===== src/rtl/uart_tx_fifo.sv =====
// uart_tx_fifo: parametrised UART transmitter with built-in baud divider and
// a first-word-fall-through transmit FIFO behind a valid/ready write port.
// Frames are: start bit, DATA_BITS data bits (LSB first), optional parity bit,
// STOP_BITS stop bits. Each bit lasts DIV = CLK_FREQ/BAUD_RATE clocks.
// Queued words drain back-to-back with no idle gap between frames.
//
// Ports:
//   clk        system clock, rising edge
//   rst_n      asynchronous active-low reset
//   in_data    word to transmit (sampled only when accepted)
//   in_valid   in_data is valid
//   in_ready   FIFO can accept a word (not full)
//   fifo_level number of words currently held in the FIFO
//   busy       a frame is on the line
//   tx_done    one-cycle pulse during the final clock of each frame
//   uart_tx    registered serial line, idle high
module uart_tx_fifo #(
  parameter int CLK_FREQ   = 50_000_000,
  parameter int BAUD_RATE  = 9600,
  parameter int DATA_BITS  = 8,
  parameter int PARITY     = 0,
  parameter int STOP_BITS  = 1,
  parameter int FIFO_DEPTH = 16
) (
  input  logic                          clk,
  input  logic                          rst_n,
  input  logic [DATA_BITS-1:0]          in_data,
  input  logic                          in_valid,
  output logic                          in_ready,
  output logic [$clog2(FIFO_DEPTH):0]   fifo_level,
  output logic                          busy,
  output logic                          tx_done,
  output logic                          uart_tx
);

  localparam int DIV      = CLK_FREQ / BAUD_RATE;
  localparam int STOP_LEN = STOP_BITS * DIV;
  localparam int CNT_W    = $clog2(STOP_LEN);
  localparam int BIT_W    = $clog2(DATA_BITS);
  localparam int AW       = $clog2(FIFO_DEPTH);

  localparam logic [2:0] S_IDLE   = 3'd0;
  localparam logic [2:0] S_START  = 3'd1;
  localparam logic [2:0] S_DATA   = 3'd2;
  localparam logic [2:0] S_PARITY = 3'd3;
  localparam logic [2:0] S_STOP   = 3'd4;

  // Parity of the word being framed; mark/space ignore the data.
  function automatic logic calc_parity(input logic [DATA_BITS-1:0] d);
    logic p;
    case (PARITY)
      1:       p = ~(^d);
      2:       p = ^d;
      3:       p = 1'b1;
      default: p = 1'b0;
    endcase
    return p;
  endfunction

  // FIFO storage and pointers
  logic [DATA_BITS-1:0] r_mem [FIFO_DEPTH];
  logic [AW-1:0]        r_wptr;
  logic [AW-1:0]        r_rptr;
  logic [AW:0]          r_count;

  // Transmit state
  logic [2:0]           r_state;
  logic [CNT_W-1:0]     r_baud;
  logic [BIT_W-1:0]     r_bit;
  logic [DATA_BITS-1:0] r_shift;
  logic                 r_par;
  logic                 r_tx;
  logic                 r_done;

  logic                 w_full;
  logic                 w_empty;
  logic                 w_push;
  logic                 w_pop;
  logic                 w_bit_end;
  logic                 w_stop_end;
  logic [DATA_BITS-1:0] w_head;

  assign w_full     = (r_count == (AW+1)'(FIFO_DEPTH));
  assign w_empty    = (r_count == '0);
  assign w_push     = in_valid && !w_full;
  assign w_head     = r_mem[r_rptr];
  assign w_bit_end  = (r_baud == CNT_W'(DIV - 1));
  assign w_stop_end = (r_baud == CNT_W'(STOP_LEN - 1));

  // A pop happens when the line is free to start a new frame: from IDLE, or
  // on the last clock of the stop period so the next start bit follows
  // without a gap.
  assign w_pop = !w_empty &&
                 ((r_state == S_IDLE) || ((r_state == S_STOP) && w_stop_end));

  assign in_ready   = !w_full;
  assign fifo_level = r_count;
  assign busy       = (r_state != S_IDLE);
  assign tx_done    = r_done;
  assign uart_tx    = r_tx;

  // FIFO storage is data only; no reset needed.
  always_ff @(posedge clk) begin
    if (w_push) begin
      r_mem[r_wptr] <= in_data;
    end
  end

  always_ff @(posedge clk or negedge rst_n) begin
    if (!rst_n) begin
      r_wptr  <= '0;
      r_rptr  <= '0;
      r_count <= '0;
    end else begin
      if (w_push) begin
        r_wptr <= r_wptr + 1'b1;
      end
      if (w_pop) begin
        r_rptr <= r_rptr + 1'b1;
      end
      case ({w_push, w_pop})
        2'b10:   r_count <= r_count + 1'b1;
        2'b01:   r_count <= r_count - 1'b1;
        default: r_count <= r_count;
      endcase
    end
  end

  always_ff @(posedge clk or negedge rst_n) begin
    if (!rst_n) begin
      r_state <= S_IDLE;
      r_baud  <= '0;
      r_bit   <= '0;
      r_shift <= '0;
      r_par   <= 1'b0;
      r_tx    <= 1'b1;
      r_done  <= 1'b0;
    end else begin
      r_done <= 1'b0;
      case (r_state)
        S_IDLE: begin
          r_tx <= 1'b1;
          if (!w_empty) begin
            r_shift <= w_head;
            r_par   <= calc_parity(w_head);
            r_baud  <= '0;
            r_tx    <= 1'b0;
            r_state <= S_START;
          end
        end

        S_START: begin
          if (w_bit_end) begin
            r_baud  <= '0;
            r_bit   <= '0;
            r_tx    <= r_shift[0];
            r_state <= S_DATA;
          end else begin
            r_baud <= r_baud + 1'b1;
          end
        end

        // r_shift[0] is always the bit currently on the line, so the next
        // bit to drive is r_shift[1] before the shift.
        S_DATA: begin
          if (w_bit_end) begin
            r_baud <= '0;
            if (r_bit == BIT_W'(DATA_BITS - 1)) begin
              if (PARITY != 0) begin
                r_tx    <= r_par;
                r_state <= S_PARITY;
              end else begin
                r_tx    <= 1'b1;
                r_state <= S_STOP;
              end
            end else begin
              r_bit   <= r_bit + 1'b1;
              r_tx    <= r_shift[1];
              r_shift <= r_shift >> 1;
            end
          end else begin
            r_baud <= r_baud + 1'b1;
          end
        end

        S_PARITY: begin
          if (w_bit_end) begin
            r_baud  <= '0;
            r_tx    <= 1'b1;
            r_state <= S_STOP;
          end else begin
            r_baud <= r_baud + 1'b1;
          end
        end

        // Stop period spans all stop bits in one count. tx_done is set one
        // clock early so that it is high during the final stop clock.
        S_STOP: begin
          if (w_stop_end) begin
            r_baud <= '0;
            if (!w_empty) begin
              r_shift <= w_head;
              r_par   <= calc_parity(w_head);
              r_tx    <= 1'b0;
              r_state <= S_START;
            end else begin
              r_tx    <= 1'b1;
              r_state <= S_IDLE;
            end
          end else begin
            r_baud <= r_baud + 1'b1;
            if (r_baud == CNT_W'(STOP_LEN - 2)) begin
              r_done <= 1'b1;
            end
          end
        end

        default: begin
          r_tx    <= 1'b1;
          r_baud  <= '0;
          r_state <= S_IDLE;
        end
      endcase
    end
  end

endmodule


===== config.mk =====
export PLATFORM = sky130hd
export DESIGN_NAME = uart_tx_fifo
export DESIGN_NICKNAME = d
export VERILOG_FILES = /design/src/rtl/uart_tx_fifo.sv
export SDC_FILE = /design/constraint.sdc
export NUM_CORES = 1
export LEC_CHECK = 0
export CORE_MARGIN = 2
export CORE_UTILIZATION = 25
export DETAILED_ROUTE_END_ITERATION = 10
export GPL_TIMING_DRIVEN = 0
export PLACE_DENSITY_LB_ADDON = 0.25
export SLEW_MARGIN = 20
export SYNTH_ARGS = -nofsm -noshare
export SYNTH_HDL_FRONTEND = slang
export SYNTH_SLANG_ARGS = --single-unit

===== constraint.sdc =====
create_clock -name clk -period 4.1 [get_ports clk]
set_input_delay 0.82 -clock clk [delete_from_list [all_inputs] [get_ports clk]]
set_output_delay 0.82 -clock clk [all_outputs]
set_load 0.1 [all_outputs]

==> results.txt, run 1 <==
Post-Syn Nets: 481
top-area cell type share of the netlist area: 53.3%
first-pass GRT wire length: 24,000 µm
Synth area leader: edfxtp_1
crit share post-route: 85.2%
unrepaired setup endpoints after global routing: false
I/O Buffers: 19
Overflow after GRT: 0
CP max FO: 10
max_cap viols: 0
core area: 0.0285 mm²
Setup Fix Bufs, Post-CTS: 0
NumNets Final: 523
Slew Limit Headroom: 29.8%
GR Util All Layers: 10.7%
maximum VDD drop: 0.327 mV
share of cells above drive strength 1: 20.2%
die extent in x: 174 µm
hold crit path type: in2async
Tmin final: 3.49 ns
Layout area overhead: 18.5%
sequential area share after synthesis: 67.9%
Placement Rows: 62
CP required: 4.39 ns
via density per instance: 4.41
critical path class: reg2reg
Async S/R FF share, synth: 24.7%
largest net degree at the start of global routing: 26
syn_area_per_cell: 15.8 µm²
clock transition at the registers of the reported paths: 0.07 ns
Pwr per Cell Area: 677 mW/mm²
CTS tree: built
Finish-stage setup viols: 0
Detailed Route WL: 15,500 µm
prevailing post-synth register cell: edfxtp_1
H-tree Lvls: 4
initial core utilization: 25.3%
Worst Skew: 0.0130 ns
max-slew violations: 0
Hold-fix buffers, CTS: 0
Antenna diodes: 0
register bit total from synthesis: 170
TNS Setup: 0 ns
post-CTS sizing: 0
CTS Buf Count: 17
clock buffer depth: 2
Yosys warning total: 0
crit path launch type: flop
Final Hold Vio Count: 0
clock latency on the worst-skew pair: 0.43 ns
Sinks on Clock Net: 170
Synth Instances: 456
dominant cells by area after synthesis: edfxtp_1 53%, dfrtp_1 14%, mux4_2 10%
Via Count: 3,935
Design Power: 5780 µW
routability congestion estimate from global placement: 0.761
chip height: 174 µm
arrival time at the worst endpoint: 3.79 ns
DRC viols: 0
f_max: 0.286 GHz
initial antenna violation count: 0
Detailed Place HPWL: 10,600 µm
static leakage: 0.00291 µW
CP endpoint kind: flop
number of enable flip-flop cells after synthesis: 128
Slew @ Worst Pin: 1.05 ns
boundary pin count: 20
post-route ant nets: 0
status: finished clean
R2R depth: 12
distinct cell type count after synthesis: 51
post-DR wirelength/cell: 17.3 µm
DR iter-0 viols: 225
CTS root buffer: clkbuf_16
first drt pass iteration count: 4
Die ar.: 0.0302 mm²
Synth Cell Area: 0.00721 mm²
vias in the first global route: 4,099
per-stage QoR:
stage | worst slack, ns | hold WS [ns] | instances | cell area [µm²] | utilization (%)
floorplan | 0.185 | 0.443 | 456 | 7210 | -
global placement | 0.495 | 0.469 | 859 | 7880 | 27.6
detailed placement | 0.598 | 0.468 | 863 | 7940 | 27.8
CTS | 0.578 | 0.336 | 893 | 8540 | 29.9
global route | 0.382 | 0.348 | 893 | 8540 | 29.9
finish | 0.607 | 0.328 | 893 | 8540 | 29.9
area by class of cell:
| class | count | area, µm² |
|---|---|---|
| Inverter | 10 | 37.5 |
| Clock buffer | 17 | 425 |
| Sequential cell | 170 | 4900 |
| Timing Repair Buffer | 23 | 228 |
| Multi-Input combinational cell | 255 | 2190 |
| Tap cell | 384 | 480 |
| Fill cell | 2915 | 20000 |
| Clock inverter | 13 | 181 |
| Buffer | 21 | 103 |
flip-flops by register name, summed over array words and instances, names as in the netlist:
register / count
fifo_level: 5
r_baud: 13
r_bit: 3
r_mem: 128
r_rptr: 4
r_shift: 8
r_state: 3
r_wptr: 4
tx_done: 1
uart_tx: 1
Yosys cell counts, types with 3 or more instances:
library cell  count
clkbuf_1          9
xor2_1            9
nand2b_1          7
nor2b_1           8
o21ai_0          14
nand3_1           5
and3_1            3
ha_1             13
nor2_2            8
o211ai_1          3
a21oi_2           6
or3_1             4
nor3_1           15
edfxtp_1        128
a21oi_1          12
nand4_1           6
buf_2             7
xnor2_1          10
o22ai_1           6
nand2_1          31
inv_1            10
dfrtp_1          41
mux4_2           33
nor4_1           10
nor2_1           26
cell families after synthesis:
family | Yosys count | synth area share (%)
AO/OA/AOI/OAI | 51 | 4.69
adder cells (fa/ha/maj) | 14 | 2.53
flip-flops | 170 | 67.9
multiplexers | 37 | 10.9
XOR/XNOR | 19 | 2.31
AND/OR/NAND/NOR | 134 | 9.70
buffers and inverters | 31 | 1.94
worst paths after layout:
path,startpoint,end,slack (ns)
min reg2reg,r_bit[1]$_DFFE_PN0P_,r_bit[1]$_DFFE_PN0P_,0.48
min,rst_n,fifo_level[0]$_DFFE_PN0P_,0.33
min in group clk,r_bit[1]$_DFFE_PN0P_,r_bit[1]$_DFFE_PN0P_,0.48
max in group asynchronous,rst_n,r_shift[4]$_DFFE_PN0P_,3.28
max,r_baud[9]$_DFFE_PN0N_,fifo_level[4]$_DFFE_PN0P_,0.61
max reg2reg,r_baud[9]$_DFFE_PN0N_,fifo_level[4]$_DFFE_PN0P_,0.61
critical path, cell delays in order, from the launching register on:
cell     delay, ns
dfrtp_1       0.41
or3b_1        0.43
or4_1         0.53
buf_2         0.20
a21oi_4       0.24
buf_4         0.24
ha_1          0.31
ha_1          0.31
a21o_1        0.16
a21oi_1       0.16
xor2_1        0.16
nor2_1        0.06
xor2_1        0.15
where the power goes:
group | internal (µW) | switching [µW]
sequential | 2120 | 170
combinational | 712 | 1090
clock | 975 | 714
per-layer routing:
layer	vias to the layer above	part of all wire (%)	track usage [%]
met5	-	0	0
li1	1822	-	-
met3	16	3.1	2.50
met1	2041	45	14.0
met4	0	1.5	3.61
met2	56	50	17.5
layout by cell type (no fill, tap or decap), types with 11 or more instances in the layout:
cell and count:
mux4_2 33, clkdlybuf4s50_1 18, clkbuf_16 17, ha_1 13
o21ai_0 14, a21oi_1 12, dfrtp_1 41, edfxtp_1 128
nor2_1 26, nor3_1 11, nand2_1 31
Power figures use the tool's default switching activity.
==> run 2: changes to the inputs <==
--- a/config.mk
+++ b/config.mk
@@ -5,7 +5,7 @@
 export SDC_FILE = /design/constraint.sdc
 export NUM_CORES = 1
 export LEC_CHECK = 0
-export CORE_MARGIN = 2
+export ABC_AREA = 1
 export CORE_UTILIZATION = 25
 export DETAILED_ROUTE_END_ITERATION = 10
 export GPL_TIMING_DRIVEN = 0
==> results.txt, run 2 <==
Yosys warning total: 0 (unchanged)
Antenna diodes: 0 (unchanged)
met3 routed WL: 671 µm (was 484 µm)
core area: 0.0306 mm² (was 0.0285 mm²)
largest net degree at the start of global routing: 26 (unchanged)
Finish-stage setup viols: 0 (unchanged)
hold crit path type: in2async (unchanged)
CTS tree: built (unchanged)
die extent in x: 178 µm (was 174 µm)
dominant cells by area after synthesis: edfxtp_1 49%, dfrtp_1 13%, nand2_1 12% (was edfxtp_1 53%, dfrtp_1 14%, mux4_2 10%)
GR Util All Layers: 13.2% (was 10.7%)
clock latency on the worst-skew pair: 0.45 ns (was 0.43 ns)
maximum VDD drop: 0.260 mV (was 0.327 mV)
PnR worst setup slack: 1.04 ns (was 0.607 ns)
post-route ant nets: 0 (unchanged)
CTS Buf Count: 17 (unchanged)
WL met1: 9610 µm (was 7000 µm)
post-DR wirelength/cell: 16.0 µm (was 17.3 µm)
clock transition at the registers of the reported paths: 0.08 ns (was 0.07 ns)
number of enable flip-flop cells after synthesis: 128 (unchanged)
first drt pass iteration count: 4 (unchanged)
Setup Fix Bufs, Post-CTS: 0 (unchanged)
final cell count without fillers: 1,244 (was 893)
status: finished clean (unchanged)
Synth Instances: 796 (was 456)
Worst Skew: 0.0175 ns (was 0.0130 ns)
top-area cell type share of the netlist area: 49.4% (was 53.3%)
max reg flops: 128 (unchanged)
Via Count: 5,398 (was 3,935)
static leakage: 0.00382 µW (was 0.00291 µW)
Synth area leader: edfxtp_1 (unchanged)
first-pass GRT wire length: 30,800 µm (was 24,000 µm)
Placement Rows: 64 (was 62)
most frequent cells in the layout: 247 x nand2_1, 128 x edfxtp_1, 97 x nand3_1 (was 128 x edfxtp_1, 41 x dfrtp_1, 33 x mux4_2)
max-slew violations: 0 (unchanged)
Detailed Route WL: 19,900 µm (was 15,500 µm)
vias in the first global route: 5,185 (was 4,099)
prevailing post-synth register cell: edfxtp_1 (unchanged)
TNS Setup: 0 ns (unchanged)
Final Hold Vio Count: 0 (unchanged)
Slew @ Worst Pin: 0.970 ns (was 1.05 ns)
Post-Syn Nets: 821 (was 481)
post-CTS sizing: 0 (unchanged)
Commonest cells post-synth: 247 x nand2_1, 128 x edfxtp_1, 97 x nand3_1 (was 128 x edfxtp_1, 41 x dfrtp_1, 33 x mux4_2)
Biggest register: r_mem (unchanged)
Tmin final: 3.06 ns (was 3.49 ns)
chip height: 178 µm (was 174 µm)
boundary pin count: 20 (unchanged)
Reg area: 0.00490 mm² (unchanged)
f_max: 0.327 GHz (was 0.286 GHz)
syn_area_per_cell: 9.78 µm² (was 15.8 µm²)
H-tree Lvls: 4 (unchanged)
Pwr per Cell Area: 493 mW/mm² (was 677 mW/mm²)
initial antenna violation count: 0 (unchanged)
Multi-input gate area: 0.00240 mm² (was 0.00219 mm²)
most common cell after layout, fill and taps aside: nand2_1 (was edfxtp_1)
arrival time at the worst endpoint: 2.24 ns (was 3.79 ns)
Async S/R FF share, synth: 24.7% (unchanged)
most frequent cell after synthesis: nand2_1 (was edfxtp_1)
share of cells above drive strength 1: 8.96% (was 20.2%)
Die ar.: 0.0319 mm² (was 0.0302 mm²)
Max Used Layer: met4 (unchanged)
CTS root buffer: clkbuf_16 (unchanged)
registers with the most flip-flops: r_mem (128), r_baud (13), r_shift (8) (unchanged)
Detail Route met2 WL: 9030 µm (was 7760 µm)
critical path class: reg2out (was reg2reg)
Sinks on Clock Net: 170 (unchanged)
CP required: 3.28 ns (was 4.39 ns)
DR iter-0 viols: 436 (was 225)
CP endpoint kind: output port (was flop)
fillers: 3,188 (was 2,915)
distinct cell type count after synthesis: 40 (was 51)
initial core utilization: 25.5% (was 25.3%)
pre-CTS setup slack: 1.08 ns (was 0.598 ns)
CP max FO: 5 (was 10)
Overflow after GRT: 0 (unchanged)
I/O Buffers: 19 (unchanged)
unrepaired setup endpoints after global routing: false (unchanged)
max_cap viols: 0 (unchanged)
Synth Cell Area: 0.00779 mm² (was 0.00721 mm²)
Slew Limit Headroom: 35.1% (was 29.8%)
NumNets Final: 860 (was 523)
crit share post-route: 74.6% (was 85.2%)
Detailed Place HPWL: 13,500 µm (was 10,600 µm)
crit path launch type: flop (unchanged)
via density per instance: 4.34 (was 4.41)
Layout area overhead: 17.4% (was 18.5%)
register bit total from synthesis: 170 (unchanged)
routability congestion estimate from global placement: 0.821 (was 0.761)
Hold-fix buffers, CTS: 0 (unchanged)
DRC viols: 0 (unchanged)
dpl cells: 1,212 (was 863)
sequential area share after synthesis: 62.9% (was 67.9%)
clock buffer depth: 2 (unchanged)
R2R depth: 14 (was 12)
## run 2: worst paths after layout
path,from,end,slack [ns]
max in group asynchronous,rst_n,r_wptr[0]$_DFFE_PN0P_,3.28
worst min-delay path,rst_n,r_baud[9]$_DFFE_PN0N_,0.32
min in group clk,r_shift[4]$_DFFE_PN0P_,r_shift[4]$_DFFE_PN0P_,0.49
worst max-delay path,fifo_level[0]$_DFFE_PN0P_,in_ready,1.04
worst min register to register,r_shift[4]$_DFFE_PN0P_,r_shift[4]$_DFFE_PN0P_,0.49
worst max register to register,fifo_level[0]$_DFFE_PN0P_,fifo_level[4]$_DFFE_PN0P_,1.16
## run 2: logic make-up (layout without fill, tap and decap cells)
logic type	Yosys count	in the layout	share of synthesized area, %
compound gates	43	43	3.21
xor+xnor	10	10	1.12
fa+ha+maj	14	14	2.35
buf+inv	122	174	6.31
flops	170	170	62.9
simple gates	437	437	24.1
## run 2: area by class of cell
cell class | count | area share (%)
Buffer | 27 | 1.46
Clock buffer | 17 | 4.65
Clock inverter | 15 | 2.53
Inverter | 95 | 3.91
Multi-Input combinational cell | 504 | 26.2
Sequential cell | 170 | 53.5
Tap cell | 396 | 5.42
Timing Repair Buffer | 20 | 2.24
## run 2: worst max-delay path, stage by stage (launching register included)
cell             delay (ns)
dfrtp_1                0.47
nor2_1                 0.10
nand4_1                0.10
clkdlybuf4s50_1        1.14
## run 2: stage by stage
stage	area [µm²]	total power [µW]	hold slack, ns	util (%)
floorplan	7790	2550	0.450	-
global placement	8470	2770	0.464	27.7
detailed placement	8490	2780	0.467	27.7
CTS	9150	4550	0.327	29.9
global route	9150	4690	0.349	29.9
finish	9150	4510	0.323	29.9
## run 2: power by group
part | switching [µW] | total (µW) | internal [µW] | leakage, µW
clock network | 901 | 1780 | 879 | 0.000318
logic | 485 | 631 | 146 | 0.00182
registers | 72.1 | 2100 | 2030 | 0.00168
total | 1460 | 4510 | 3050 | 0.00382
## run 2: routing by layer
layer / track usage, % / vias up
met4: 5.90 / 0
met1: 18.3 / 2578
met5: 0 / -
met3: 2.15 / 31
met2: 20.2 / 101
li1: - / 2688
==> run 3: changes to the inputs <==
==> constraint.sdc (replaced) <==
create_clock -name clk -period 3 [get_ports clk]
set_input_delay 0.6 -clock clk [delete_from_list [all_inputs] [get_ports clk]]
set_output_delay 0.6 -clock clk [all_outputs]
set_load 0.1 [all_outputs]
==> results.txt, run 3 (synthesis results as in run 2) <==
status: finished clean (unchanged)
Antenna diodes: 0 (unchanged)
CTS Buf Count: 17 (unchanged)
CTS root buffer: clkbuf_16 (unchanged)
max reg flops: 128 (unchanged)
max-slew violations: 0 (unchanged)
H-tree Lvls: 4 (unchanged)
first drt pass iteration count: 6 (was 4)
crit path to: in_ready (unchanged)
NumNets Final: 860 (unchanged)
most common cell after layout, fill and taps aside: nand2_1 (unchanged)
Detailed Place HPWL: 13,400 µm (was 13,500 µm)
largest net degree at the start of global routing: 23 (was 26)
clock latency on the worst-skew pair: 0.44 ns (was 0.45 ns)
Overflow after GRT: 0 (unchanged)
R2R Setup Slk: 0.29 ns (was 1.16 ns)
FF-to-FF End: fifo_level[4]$_DFFE_PN0P_ (unchanged)
initial core utilization: 25.5% (unchanged)
hold crit path type: in2async (unchanged)
f_max: 0.357 GHz
TNS Setup: 0 ns (unchanged)
routability congestion estimate from global placement: 0.828 (was 0.821)
clock buffer depth: 2 (unchanged)
static leakage: 0.00380 µW (was 0.00382 µW)
Layout area overhead: 17.6% (was 17.4%)
Via Count: 5,394 (was 5,398)
crit share post-route: 93.3%
die extent in x: 178 µm (unchanged)
R2R depth: 15 (was 14)
chip height: 178 µm (unchanged)
Tmin final: 2.80 ns
core area: 0.0306 mm² (unchanged)
critical path class: reg2out (unchanged)
most frequent cells in the layout: 245 x nand2_1, 128 x edfxtp_1, 97 x nand3_1 (was 247 x nand2_1, 128 x edfxtp_1, 97 x nand3_1)
post-route ant nets: 0 (unchanged)
initial antenna violation count: 0 (unchanged)
post-DR wirelength/cell: 16.0 µm (about the same)
clock transition at the registers of the reported paths: 0.07 ns (was 0.08 ns)
Final Hold Vio Count: 0 (unchanged)
I/O Buffers: 19 (unchanged)
share of cells above drive strength 1: 10.4% (was 8.96%)
Die ar.: 0.0319 mm² (unchanged)
Slew @ Worst Pin: 0.979 ns (was 0.970 ns)
arrival time at the worst endpoint: 2.20 ns (was 2.24 ns)
Worst setup startpoint: fifo_level[0]$_DFFE_PN0P_ (unchanged)
Finish-stage setup viols: 0 (unchanged)
dpl cells: 1,212 (unchanged)
Detailed Route WL: 19,900 µm (about the same)
first-pass GRT wire length: 30,700 µm (was 30,800 µm)
crit path launch type: flop (unchanged)
Worst Skew: 0.0171 ns (was 0.0175 ns)
registers with the most flip-flops: r_mem (128), r_baud (13), r_shift (8) (unchanged)
CP required: 2.40 ns (was 3.28 ns)
via density per instance: 4.34 (about the same)
vias in the first global route: 5,247 (was 5,185)
Placement Rows: 64 (unchanged)
maximum VDD drop: 0.301 mV (was 0.260 mV)
GR Util All Layers: 13.2% (about the same)
unrepaired setup endpoints after global routing: false (unchanged)
DR iter-0 viols: 343 (was 436)
boundary pin count: 20 (unchanged)
Biggest register: r_mem (unchanged)
final cell count without fillers: 1,244 (unchanged)
CTS tree: built (unchanged)
Sinks on Clock Net: 170 (unchanged)
max_cap viols: 0 (unchanged)
Worst R2R Start: r_baud[0]$_DFFE_PN0N_ (was fifo_level[0]$_DFFE_PN0P_)
CP max FO: 5 (unchanged)
Pwr per Cell Area: 654 mW/mm² (was 493 mW/mm²)
CP endpoint kind: output port (unchanged)
DRC viols: 0 (unchanged)
Slew Limit Headroom: 34.5% (was 35.1%)
==> run 3: worst min path at each step <==
stage	slack, ns	depth (start not counted)	to
after floorplan	0.30	0	fifo_level[1]$_DFFE_PN0P_
after global placement	0.46	2	r_shift[4]$_DFFE_PN0P_
after detailed placement	0.47	2	r_shift[3]$_DFFE_PN0P_
after CTS	0.16	1	r_baud[2]$_DFFE_PN0N_
after global routing	0.19	1	r_baud[2]$_DFFE_PN0N_
final	0.17	1	r_baud[2]$_DFFE_PN0N_
==> run 3: where the power goes <==
group | leakage (µW) | total, µW | internal, µW | switching [µW]
Combinational | 0.00182 | 869 | 211 | 658
Sequential | 0.00168 | 2890 | 2790 | 107
Clock | 0.000298 | 2230 | 1140 | 1090
Total | 0.00380 | 5990 | 4140 | 1850
==> run 3: final cells by class <==
class,instances,area (µm²)
sequential,170,4910
fill,3196,21400
multi-input combinational,504,2440
clock buffer,17,425
clock inverter,15,186
inverter,95,358
timing repair buffer,20,213
buffer,27,134
tap,396,495
==> run 3: repair_timing <==
item	in CTS	in global routing
hold buffers	0	0
buffers inserted	0	0
resized for setup	0	2
endpoints found under the setup margin	0	1
==> run 3: worst max-delay path: stages (launching register included) <==
cell and delay [ns]:
dfrtp_4 0.46, nor2_2 0.05, nand4_1 0.11, clkdlybuf4s50_1 1.15
==> run 3: per-layer routing <==
layer	up-vias	routed length, µm	part of all wire, %	track usage (%)
met5	-	0	0	0
met4	0	345	1.7	4.24
met3	21	619	3.1	2.17
met2	92	9850	49	22.5
met1	2591	9130	46	17.0
li1	2690	-	-	-
==> run 3: through the flow <==
| stage | power (µW) | instance area (µm²) | hold slack [ns] | util (%) | setup WS (ns) |
|---|---|---|---|---|---|
| after global placement | 3820 | 8520 | 0.464 | 27.9 | -0.294 |
| after floorplan | 3530 | 7840 | 0.304 | - | -0.280 |
| final | 5990 | 9160 | 0.166 | 29.9 | 0.201 |
| after detailed placement | 3830 | 8540 | 0.466 | 27.9 | 0.119 |
| after CTS | 6050 | 9160 | 0.162 | 29.9 | 0.0996 |
| after global routing | 6230 | 9160 | 0.191 | 29.9 | 0.0575 |
